**src/rtl/gpu_pkg.sv**
```systemverilog
// Shared encodings for the core phase seen by the fetcher and for the fetcher's own state.
package gpu_pkg;

  localparam logic [2:0] CORE_FETCH  = 3'b001;
  localparam logic [2:0] CORE_DECODE = 3'b010;

  typedef enum logic [2:0] {
    FETCHER_IDLE     = 3'b000,
    FETCHER_FETCHING = 3'b001,
    FETCHER_FETCHED  = 3'b010
  } fetcher_state_t;

endpackage

```
**src/rtl/fetcher_icache_line_array.sv**
```systemverilog
// Direct-mapped line storage: combinational lookup, synchronous fill, global invalidate.
module fetcher_icache_line_array #(
  parameter int LINES     = 8,
  parameter int IDX_BITS  = 3,
  parameter int TAG_BITS  = 5,
  parameter int DATA_BITS = 16
) (
  input  logic                 clk,
  input  logic                 reset,
  input  logic [IDX_BITS-1:0]  rd_index,
  output logic                 rd_valid,
  output logic [TAG_BITS-1:0]  rd_tag,
  output logic [DATA_BITS-1:0] rd_data,
  input  logic                 wr_en,
  input  logic [IDX_BITS-1:0]  wr_index,
  input  logic [TAG_BITS-1:0]  wr_tag,
  input  logic [DATA_BITS-1:0] wr_data,
  input  logic                 clear
);

  logic [LINES-1:0]     valid_bits;
  logic [TAG_BITS-1:0]  tags  [LINES];
  logic [DATA_BITS-1:0] datas [LINES];

  assign rd_valid = valid_bits[rd_index];
  assign rd_tag   = tags[rd_index];
  assign rd_data  = datas[rd_index];

  // Valid bits: cleared by reset or flush; flush wins over a same-edge fill.
  always_ff @(posedge clk or negedge reset) begin
    if (!reset) begin
      valid_bits <= '0;
    end else if (clear) begin
      valid_bits <= '0;
    end else if (wr_en) begin
      valid_bits[wr_index] <= 1'b1;
    end
  end

  // Tag and data payload; contents are meaningless until the valid bit is set.
  always_ff @(posedge clk) begin
    if (wr_en) begin
      tags[wr_index]  <= wr_tag;
      datas[wr_index] <= wr_data;
    end
  end

endmodule

```
**src/rtl/fetcher_icache.sv**
```systemverilog
// Instruction fetcher with a direct-mapped cache in front of the program-memory controller.
module fetcher_icache
  import gpu_pkg::*;
#(
  parameter int PROGRAM_ADDR_BITS = 8,
  parameter int PROGRAM_DATA_BITS = 16,
  parameter int CACHE_LINES       = 8,
  parameter int CNT_BITS          = 16
) (
  input  logic                         clk,
  input  logic                         reset,
  input  logic [2:0]                   core_state,
  input  logic [PROGRAM_ADDR_BITS-1:0] current_pc,
  input  logic                         flush,
  output logic                         mem_read_valid,
  output logic [PROGRAM_ADDR_BITS-1:0] mem_read_address,
  input  logic                         mem_read_ready,
  input  logic [PROGRAM_DATA_BITS-1:0] mem_read_data,
  output logic [2:0]                   fetcher_state,
  output logic [PROGRAM_DATA_BITS-1:0] instruction,
  output logic [CNT_BITS-1:0]          hit_count,
  output logic [CNT_BITS-1:0]          miss_count
);

  localparam int IDX_BITS = $clog2(CACHE_LINES);
  localparam int TAG_BITS = PROGRAM_ADDR_BITS - IDX_BITS;

  fetcher_state_t state;
  logic poison;

  logic                         lk_valid;
  logic [TAG_BITS-1:0]          lk_tag;
  logic [PROGRAM_DATA_BITS-1:0] lk_data;
  logic                         lk_hit;
  logic                         fill_en;

  // Saturating increment: counters stick at all-ones instead of wrapping.
  function automatic logic [CNT_BITS-1:0] sat_inc(input logic [CNT_BITS-1:0] v);
    return (&v) ? v : v + {{(CNT_BITS-1){1'b0}}, 1'b1};
  endfunction

  assign lk_hit = lk_valid && (lk_tag == current_pc[PROGRAM_ADDR_BITS-1:IDX_BITS]);

  // The fill uses the registered request address, so PC changes during the miss are harmless.
  // A flush on the response edge also blocks installation of the stale line.
  assign fill_en = (state == FETCHER_FETCHING) && mem_read_ready && !poison && !flush;

  assign fetcher_state = state;

  fetcher_icache_line_array #(
    .LINES     (CACHE_LINES),
    .IDX_BITS  (IDX_BITS),
    .TAG_BITS  (TAG_BITS),
    .DATA_BITS (PROGRAM_DATA_BITS)
  ) u_lines (
    .clk      (clk),
    .reset    (reset),
    .rd_index (current_pc[IDX_BITS-1:0]),
    .rd_valid (lk_valid),
    .rd_tag   (lk_tag),
    .rd_data  (lk_data),
    .wr_en    (fill_en),
    .wr_index (mem_read_address[IDX_BITS-1:0]),
    .wr_tag   (mem_read_address[PROGRAM_ADDR_BITS-1:IDX_BITS]),
    .wr_data  (mem_read_data),
    .clear    (flush)
  );

  // Fetch FSM with registered request, instruction, poison flag and statistics.
  always_ff @(posedge clk or negedge reset) begin
    if (!reset) begin
      state            <= FETCHER_IDLE;
      mem_read_valid   <= 1'b0;
      mem_read_address <= '0;
      instruction      <= '0;
      hit_count        <= '0;
      miss_count       <= '0;
      poison           <= 1'b0;
    end else begin
      case (state)
        FETCHER_IDLE: begin
          if (core_state == CORE_FETCH) begin
            if (lk_hit) begin
              instruction <= lk_data;
              hit_count   <= sat_inc(hit_count);
              state       <= FETCHER_FETCHED;
            end else begin
              mem_read_valid   <= 1'b1;
              mem_read_address <= current_pc;
              miss_count       <= sat_inc(miss_count);
              state            <= FETCHER_FETCHING;
            end
          end
        end
        FETCHER_FETCHING: begin
          if (mem_read_ready) begin
            instruction    <= mem_read_data;
            mem_read_valid <= 1'b0;
            poison         <= 1'b0;
            state          <= FETCHER_FETCHED;
          end else if (flush) begin
            poison <= 1'b1;
          end
        end
        FETCHER_FETCHED: begin
          if (core_state == CORE_DECODE) begin
            state <= FETCHER_IDLE;
          end
        end
        default: begin
          state <= FETCHER_IDLE;
        end
      endcase
    end
  end

endmodule

```
**config.mk**
```make
export PLATFORM = sky130hd
export DESIGN_NAME = fetcher_icache
export DESIGN_NICKNAME = d
export VERILOG_FILES = /design/src/rtl/gpu_pkg.sv /design/src/rtl/fetcher_icache_line_array.sv /design/src/rtl/fetcher_icache.sv
export SDC_FILE = /design/constraint.sdc
export NUM_CORES = 1
export LEC_CHECK = 0
export CORE_MARGIN = 5
export CORE_UTILIZATION = 45
export CTS_CLUSTER_DIAMETER = 150
export DETAILED_ROUTE_END_ITERATION = 12
export GPL_TIMING_DRIVEN = 0
export PLACE_DENSITY_LB_ADDON = 0.12
export SLEW_MARGIN = 0
export SYNTH_ARGS = -nofsm -noshare
export SYNTH_HDL_FRONTEND = slang
export SYNTH_SLANG_ARGS = --single-unit
```
**constraint.sdc**
```tcl
create_clock -name clk -period 4.2 [get_ports clk]
set_input_delay 0.84 -clock clk [delete_from_list [all_inputs] [get_ports clk]]
set_output_delay 0.84 -clock clk [all_outputs]
set_load 0.005 [all_outputs]
```
-- Yosys cells after proc, flatten, opt, wreduce, memory -nomap -nowiden
Memory sizes are Yosys's and may differ from the RTL's.
Index checks and enable logic that the tools add are counted.
- flip-flop bits (word level): 69
- memories kept: 2
- bits of input ports: 31
- memory bits (writable): 168
- memory list (name ; words ; bits a word ; read ports ; clocked after memory_dff ; write ports ; line ; text):
    u_lines.datas ; 8 ; 16 ; 1 ; 0 ; 1 ; fetcher_icache_line_array.sv:23 ; logic [DATA_BITS-1:0] datas [LINES];
    u_lines.tags ; 8 ; 5 ; 1 ; 0 ; 1 ; fetcher_icache_line_array.sv:22 ; logic [TAG_BITS-1:0] tags [LINES];
- reductions and logical operators: 20
- order comparisons: 3
- bitwise logic cells: 4
- mux-type cells: 23
- eq/ne operators: 10
- $add $sub $neg: 2
- operators by type and width (kind ; number):
    $mux W16 ; 3
    $add A16 B1 Y16 const B ; 2
    $pmux W16 S2 ; 1
    $reduce_and A16 Y1 ; 2
    $mux W8 ; 2
    $reduce_and A4 Y1 ; 4
    $ne A2 B2 Y1 const B ; 5
    $mux W1 ; 9
    $mux W3 ; 3
    $pmux W3 S3 ; 1
    $lt A3 B4 Y1 const B ; 2
    $or A8 B8 Y8 ; 1
    $eq A3 B1 Y1 const B ; 2
    $eq A3 B2 Y1 const B ; 2
    $reduce_and A3 Y1 ; 2
    $reduce_bool A2 Y1 ; 3
    $eq A5 B5 Y1 ; 1
    $logic_and A1 B1 Y1 ; 5
    $bmux W1 S3 ; 1
    $demux W1 S3 ; 1
    $ge A3 B1 Y1 const B ; 1
    $logic_not A3 Y1 ; 1
    $not A1 Y1 ; 3
    $logic_not A1 Y1 ; 2
    3 further kinds ; 3

-- Depth between registers and ports, before layout
Gate-level depths: netlist of run 1.
- depth after elaboration: 7
- mapped depth: 10
- mapped depth without buffers: 7

-- Modules after synthesis
A second synthesis of run 1 with hierarchy kept.
- cell total of the unflattened synthesis: 572
- area, all modules: 9899.5 µm²
- modules (own cells, without submodules) (module ; times used ; area an instance (µm²) ; cells an instance):
    fetcher_icache_line_array ; 1 ; 6895.4 ; 288
    fetcher_icache ; 1 ; 3004.1 ; 284

-- Worst setup path after synthesis of run 1
Ideal clock, no wire load.
- path kind: input port to flip-flop
- start: in mem_read_ready
- end: mem u_lines.datas[0][0], enable pin
- slack: 0.969 ns
- library setup time: 0.428 ns
- data required time: 3.772 ns
- cell stages on the path: 4
- path buffers: 0
- arrival time: 2.804 ns
- cell sequence: nand2_1 > nor3_1 > nand2b_1 > nor3_1
- cells in the longest elaborated chain, start to end: 5
- ends and longest elaborated chain (item ; line ; text):
    from (decl) ; fetcher_icache.sv:17 ; input logic mem_read_ready,
    $logic_and A1 B1 Y1 (3 in series) ; fetcher_icache.sv:46 ; assign fill_en = (state == FETCHER_FETCHING) && mem_read_ready && !poison && !flush;
    $mux W1 ; fetcher_icache_line_array.sv:42 ; if (wr_en) begin
    $mux W1 (implied by the code) ; fetcher_icache_line_array.sv:44 ; datas[wr_index] <= wr_data;
    to (decl) ; fetcher_icache_line_array.sv:23 ;
Every way passes these cells.

-- Final worst setup path of run 1
- start: in current_pc[1]
- end: reg instruction[6]
- cells in the longest elaborated chain, start to end: 5
- ends and longest elaborated chain (item ; line ; text):
    from (decl) ; fetcher_icache.sv:13 ; input logic [PROGRAM_ADDR_BITS-1:0] current_pc,
    $mem_v2 Z8 W5 / $bmux W1 S3 (equally long branches) ; - ;
    $eq A5 B5 Y1 / $mux W1 (equally long branches) ; fetcher_icache.sv:42, fetcher_icache_line_array.sv:25 ;
    $logic_and A1 B1 Y1 ; fetcher_icache.sv:42 ; assign lk_hit = lk_valid && (lk_tag == current_pc[PROGRAM_ADDR_BITS-1:IDX_BITS]);
    $ne A2 B2 Y1 (no source line) ; - ;
    $reduce_and A4 Y1 (no source line) ; - ;
    to (signal assigned) ; fetcher_icache.sv:84 ; instruction <= lk_data;
    to (signal assigned) ; fetcher_icache.sv:97 ; instruction <= mem_read_data;
    to (decl) ; fetcher_icache.sv:20 ; output logic [PROGRAM_DATA_BITS-1:0] instruction,
Several ways; a longest one is shown, not always the timed one. The select of a mux whose other input is x is not followed.
A chain may end at the register's enable or synchronous reset.

==> run summary, run 1 <==
Rel. slew slack -> 0.390
GR Layer Usage met1 -> 0.233
Total Nets Final -> 716
die width -> 157 microns
Via density -> 5.58
CP arrival -> 3.71 ns
antenna-violating nets left -> 0
global route total overflow -> 0
startpoint type of the worst setup path -> input port
full die area -> 24700 sq um
R2R setup slack -> 0.91 ns
most frequent cells in the layout -> edfxtp_1 (168), clkdlybuf4s50_1 (85), dfrtp_1 (68)
Cell variety after synth -> 46
Longest Clk Path Bufs -> 3
largest net degree at the start of global routing -> 61
Synthesized Nets -> 596
Root Buffer -> clkbuf_16
Synth Cell Area -> 9750 sq um
initial antenna violation count -> 0
CTS tree -> yes
Antenna diodes -> 0
Max Cap Viol -> 0
Core Util, Final -> 0.566
# setup viols final -> 0
Clock Skew -> 0.00688 ns
RSZ-0062 raised after global routing -> false
Die Ht -> 157 microns
Peak VDD IR -> 0.000371 V
post_cts resized -> 0
synthesis-to-layout area growth -> 22.7%
Placement Cell Area -> 11100 sq um
first drt pass iteration count -> 7
GRT met3 Usage -> 0.0280
most common cell after layout, fill and taps aside -> edfxtp_1
share of cells above drive strength 1 -> 0.209
IO buf count -> 86
io pins -> 91
Leak -> 4.36 nW
vias in the first global route -> 5762
CTS Hold Bufs -> 0
H-tree levels -> 1
Detailed Place HPWL -> 13.8 mm
FF-to-FF End -> u_lines.datas[0][3]
met2 usage -> 0.299
Max Freq -> 302 MHz
Hold Crit Class -> input port to asynchronous set/reset pin
Initial DRC Count -> 403
drt total wl -> 21.3 mm
Clock transition at path regs -> 0.06 ns
routability cong. -> 0.851
Mapped Avg Cell Area -> 17.3 sq um
core area -> 21200 sq um
fin crit period -> 3.31 ns
Post-CTS Setup Repair Bufs -> 0
first-pass GRT wire length -> 33.1 mm
synth warn -> 0
critical path class -> input port to flop
EDFF count, synth -> 168
Seq cells post-synth -> 236
required time worst endpoint -> 4.60 ns
sequential share of the synthesized area -> 0.692
Reg2Reg Depth -> 9
clock sinks -> 236
TritonCTS buffer count -> 25
outcome -> completed
final hold vios -> 0
finished layout cell area -> 12000 sq um
worst-path maximum fanout -> 10
Synth Instances -> 563
DR vias -> 5451
fraction of registers with async set/reset -> 0.288
Residual DRC -> 0
worst skew pair latency -> 0.52 ns
Top FF cell, synth -> edfxtp_1
r2r startpoint -> fetcher_state[0]
DP Worst Slack -> 0.291 ns
CP Capture Type -> flop
starting density of the core -> 0.461
routed length per placed instance -> 21.8 microns
GRT busiest layer -> met2
final period utilization -> 0.789
Cell Pwr Density -> 499 nW/um^2
Slew Limit Fails -> 0
Slew @ Worst Pin -> 0.913 ns
gr usage total -> 0.174
Std-Cell Rows -> 53
final worst slack -> 0.887 ns
power by group:
| group | leakage [nW] | internal [W] | switching (W) |
|---|---|---|---|
| combinational | 1.55 | 0.000475 | 0.000342 |
| clock | 0.420 | 0.00138 | 0.000880 |
| sequential | 2.39 | 0.00273 | 0.000168 |
| total | 4.36 | 0.00458 | 0.00139 |
layout make-up:
type	count	area, sq um
Timing Repair Buffer	93	953
Tap cell	275	344
Fill cell	1618	9190
Clock inverter	8	97.6
Inverter	7	26.3
Buffer	28	180
Clock buffer	38	767
Sequential cell	236	6750
Multi-Input combinational cell	292	2850
logic make-up after synthesis:
| kind of cell | synth area share |
|---|---|
| buffers and inverters | 0.0212 |
| adder cells (fa/ha/maj) | 0.00257 |
| AO/OA/AOI/OAI | 0.0379 |
| other | 0.000385 |
| flip-flops | 0.692 |
| XOR/XNOR | 0.0288 |
| multiplexers | 0.161 |
| AND/OR/NAND/NOR | 0.0560 |
critical path: stages:
cell     delay, ns
buf_4         0.14
buf_4         0.19
mux2i_1       0.12
mux4_2        0.47
xor2_1        0.26
nand4_1       0.36
o31ai_4       0.63
buf_4         0.33
mux2_2        0.35
per-layer routing:
| metal | vias up | part of all wire |
|---|---|---|
| met4 | 0 | 0.023 |
| met5 | - | 0 |
| li1 | 2439 | - |
| met1 | 2828 | 0.42 |
| met2 | 146 | 0.51 |
| met3 | 38 | 0.047 |
worst max-delay path by stage:
stage                      from             endpoint  slack (ns)
2_1_floorplan    mem_read_ready  u_lines.datas[0][0]        0.97
3_5_place_dp      current_pc[1]       instruction[6]        0.29
6_report          current_pc[1]       instruction[6]        0.89
4_1_cts           current_pc[1]      instruction[12]        0.83
3_3_place_gp     mem_read_ready  u_lines.datas[0][3]       -1.30
5_1_grt        fetcher_state[0]  u_lines.datas[0][2]        0.62
flip-flops by register name, indices dropped and copies added (netlist names):
name and flops:
mem_read_address 8, hit_count 16, mem_read_valid 1, poison 1, miss_count 16, u_lines.valid_bits 8, u_lines.tags 40, fetcher_state 2
instruction 16, u_lines.datas 128
cell usage after synthesis (5+ instances only):
cell type  count  area, sq um
buf_2          8         40.0
mux2_2        28          315
nand3_1       15         75.1
mux4_2        37          833
inv_1          7         26.3
a211oi_1       5         37.5
and3_1        10         62.6
nor2_1        14         52.6
clkbuf_1      10         37.5
nand2_1       32          120
nand4_1       12         75.1
xor2_1        15          131
a21o_1         8         60.1
mux2i_1       37          370
nor3_1         8         40.0
edfxtp_1     168         5040
dfrtp_1       68         1700
o21ai_0       17         85.1
xnor2_1       17          149
metrics by stage:
stage | power [W] | instances | hold slack, ns | TNS (ns)
floorplan | 0.00324 | 563 | 0.448 | 0
global placement | 0.00372 | 924 | 0.457 | -82.41
detailed placement | 0.00378 | 931 | 0.468 | 0
CTS | 0.00605 | 977 | 0.144 | 0
global route | 0.00621 | 977 | 0.152 | 0
finish | 0.00597 | 977 | 0.156 | 0
(Power assumes the default switching activity.)
==> run 2, diff against run 1 <==
==> constraint.sdc (replaced) <==
create_clock -name clk -period 3.3 [get_ports clk]
set_input_delay 0.66 -clock clk [delete_from_list [all_inputs] [get_ports clk]]
set_output_delay 0.66 -clock clk [all_outputs]
set_load 0.005 [all_outputs]
==> run summary, run 2 (synthesized netlist as in run 1, its figures left out) <==
vias in the first global route -> 5772
routed length per placed instance -> 21.8 microns
required time worst endpoint -> 3.70 ns
antenna-violating nets left -> 0
CTS tree -> yes
most common cell after layout, fill and taps aside -> edfxtp_1
Pwr Total -> 0.00762 W
Top Registers -> u_lines.datas (128), u_lines.tags (40)
Reg2Reg Depth -> 7
final period utilization -> 0.950
synthesis-to-layout area growth -> 23.0%
critical path class -> input port to flop
full die area -> 24700 sq um
GRT met3 Usage -> 0.0278
Fill cells -> 1618
FF-to-FF End -> instruction[6]
Total Nets Final -> 717
CP arrival -> 3.53 ns
Cell Pwr Density -> 635 nW/um^2
# setup viols final -> 0
Worst Hold Depth -> 1
initial antenna violation count -> 0
Slew Limit Fails -> 0
Residual DRC -> 0
startpoint type of the worst setup path -> input port
largest reg by FF count -> u_lines.datas
Initial DRC Count -> 384
DR vias -> 5437
RSZ-0062 raised after global routing -> false
Longest Clk Path Bufs -> 3
final worst slack -> 0.165 ns
worst hold start -> u_lines.valid_bits[5]
largest net degree at the start of global routing -> 61
global route total overflow -> 0
first-pass GRT wire length -> 33.1 mm
worst skew pair latency -> 0.52 ns
CP Capture Type -> flop
most frequent cells in the layout -> edfxtp_1 (168), clkdlybuf4s50_1 (85), dfrtp_1 (68)
IO buf count -> 86
clock sinks -> 236
drt total wl -> 21.3 mm
die width -> 157 microns
H-tree levels -> 1
TritonCTS buffer count -> 25
Via density -> 5.56
core area -> 21200 sq um
GR Layer Usage met1 -> 0.234
R2R setup slack -> 0.37 ns
r2r startpoint -> u_lines.tags[1][1]
first drt pass iteration count -> 4
Detailed Place HPWL -> 13.8 mm
share of cells above drive strength 1 -> 0.211
worst-path maximum fanout -> 10
Clock Skew -> 0.00612 ns
Rel. slew slack -> 0.385
Max Cap Viol -> 0
setup TNS -> 0 ns
DP Worst Slack -> -0.429 ns
Peak VDD IR -> 0.000471 V
gr usage total -> 0.174
met2 usage -> 0.300
fin crit period -> 3.14 ns
GRT busiest layer -> met2
Root Buffer -> clkbuf_16
routability cong. -> 0.851
starting density of the core -> 0.461
Die Ht -> 157 microns
number of flip-flops under the largest register name -> 128
io pins -> 91
Clock transition at path regs -> 0.06 ns
Std-Cell Rows -> 53
Max Freq -> 319 MHz
final hold vios -> 0
Leak -> 4.37 nW
Slew @ Worst Pin -> 0.921 ns
Hold Crit Class -> flop to flop
outcome -> completed
Antenna diodes -> 0
Hold Crit Endpoint -> u_lines.valid_bits[5]
[run 2: layout make-up]
| class | instances | area (sq um) | share of cell area |
|---|---|---|---|
| clock buffers | 38 | 767 | 0.0640 |
| well taps | 275 | 344 | 0.0287 |
| plain buffers | 28 | 181 | 0.0151 |
| repair buffers | 94 | 963 | 0.0804 |
| flip-flops and latches | 236 | 6750 | 0.563 |
| inverters | 7 | 26.3 | 0.00219 |
| multi-input cells | 292 | 2860 | 0.239 |
| clock inverters | 8 | 97.6 | 0.00814 |
[run 2: worst max path at each step]
stage | start | cells past startpoint | end | slack (ns)
finish | current_pc[1] | 9 | instruction[6] | 0.16
global placement | mem_read_ready | 5 | u_lines.datas[0][3] | -2.02
CTS | fetcher_state[0] | 9 | u_lines.datas[1][14] | 0.02
detailed placement | current_pc[1] | 9 | instruction[6] | -0.43
global route | current_pc[2] | 8 | instruction[11] | 0.02
floorplan | fetcher_state[0] | 6 | u_lines.datas[0][0] | 0.09
[run 2: worst max-delay path, cell delays in order]
cell,delay [ns]
buf_4,0.14
buf_4,0.19
mux2i_1,0.12
mux4_2,0.47
xor2_1,0.26
nand4_1,0.35
o31ai_4,0.64
buf_4,0.33
mux2_2,0.35
[run 2: metal layers]
metal  routed length [microns]  vias to the layer above
li1                          -                     2436
met3                       957                       36
met4                       493                        0
met1                      9000                     2826
met5                         0                        -
met2                     10900                      139
[run 2: metrics by stage]
step,utilization,std cells,hold WS (ns),instance area [sq um]
after floorplan,-,563,0.364,9750
after global placement,0.518,924,0.457,11000
after detailed placement,0.525,931,0.468,11100
after CTS,0.566,978,0.482,12000
after global routing,0.567,978,0.505,12000
final,0.567,978,0.481,12000
[run 2: repair_timing]
action	in CTS	in global routing
setup buffers	0	0
hold buffers	1	0
endpoints found under the hold margin	8	0
resized for setup	1	3
endpoints found under the setup margin	7	135
[run 2: where the power goes]
part | internal [W] | switching (W)
combinational | 0.000606 | 0.000436
sequential | 0.00347 | 0.000221
clock | 0.00176 | 0.00112
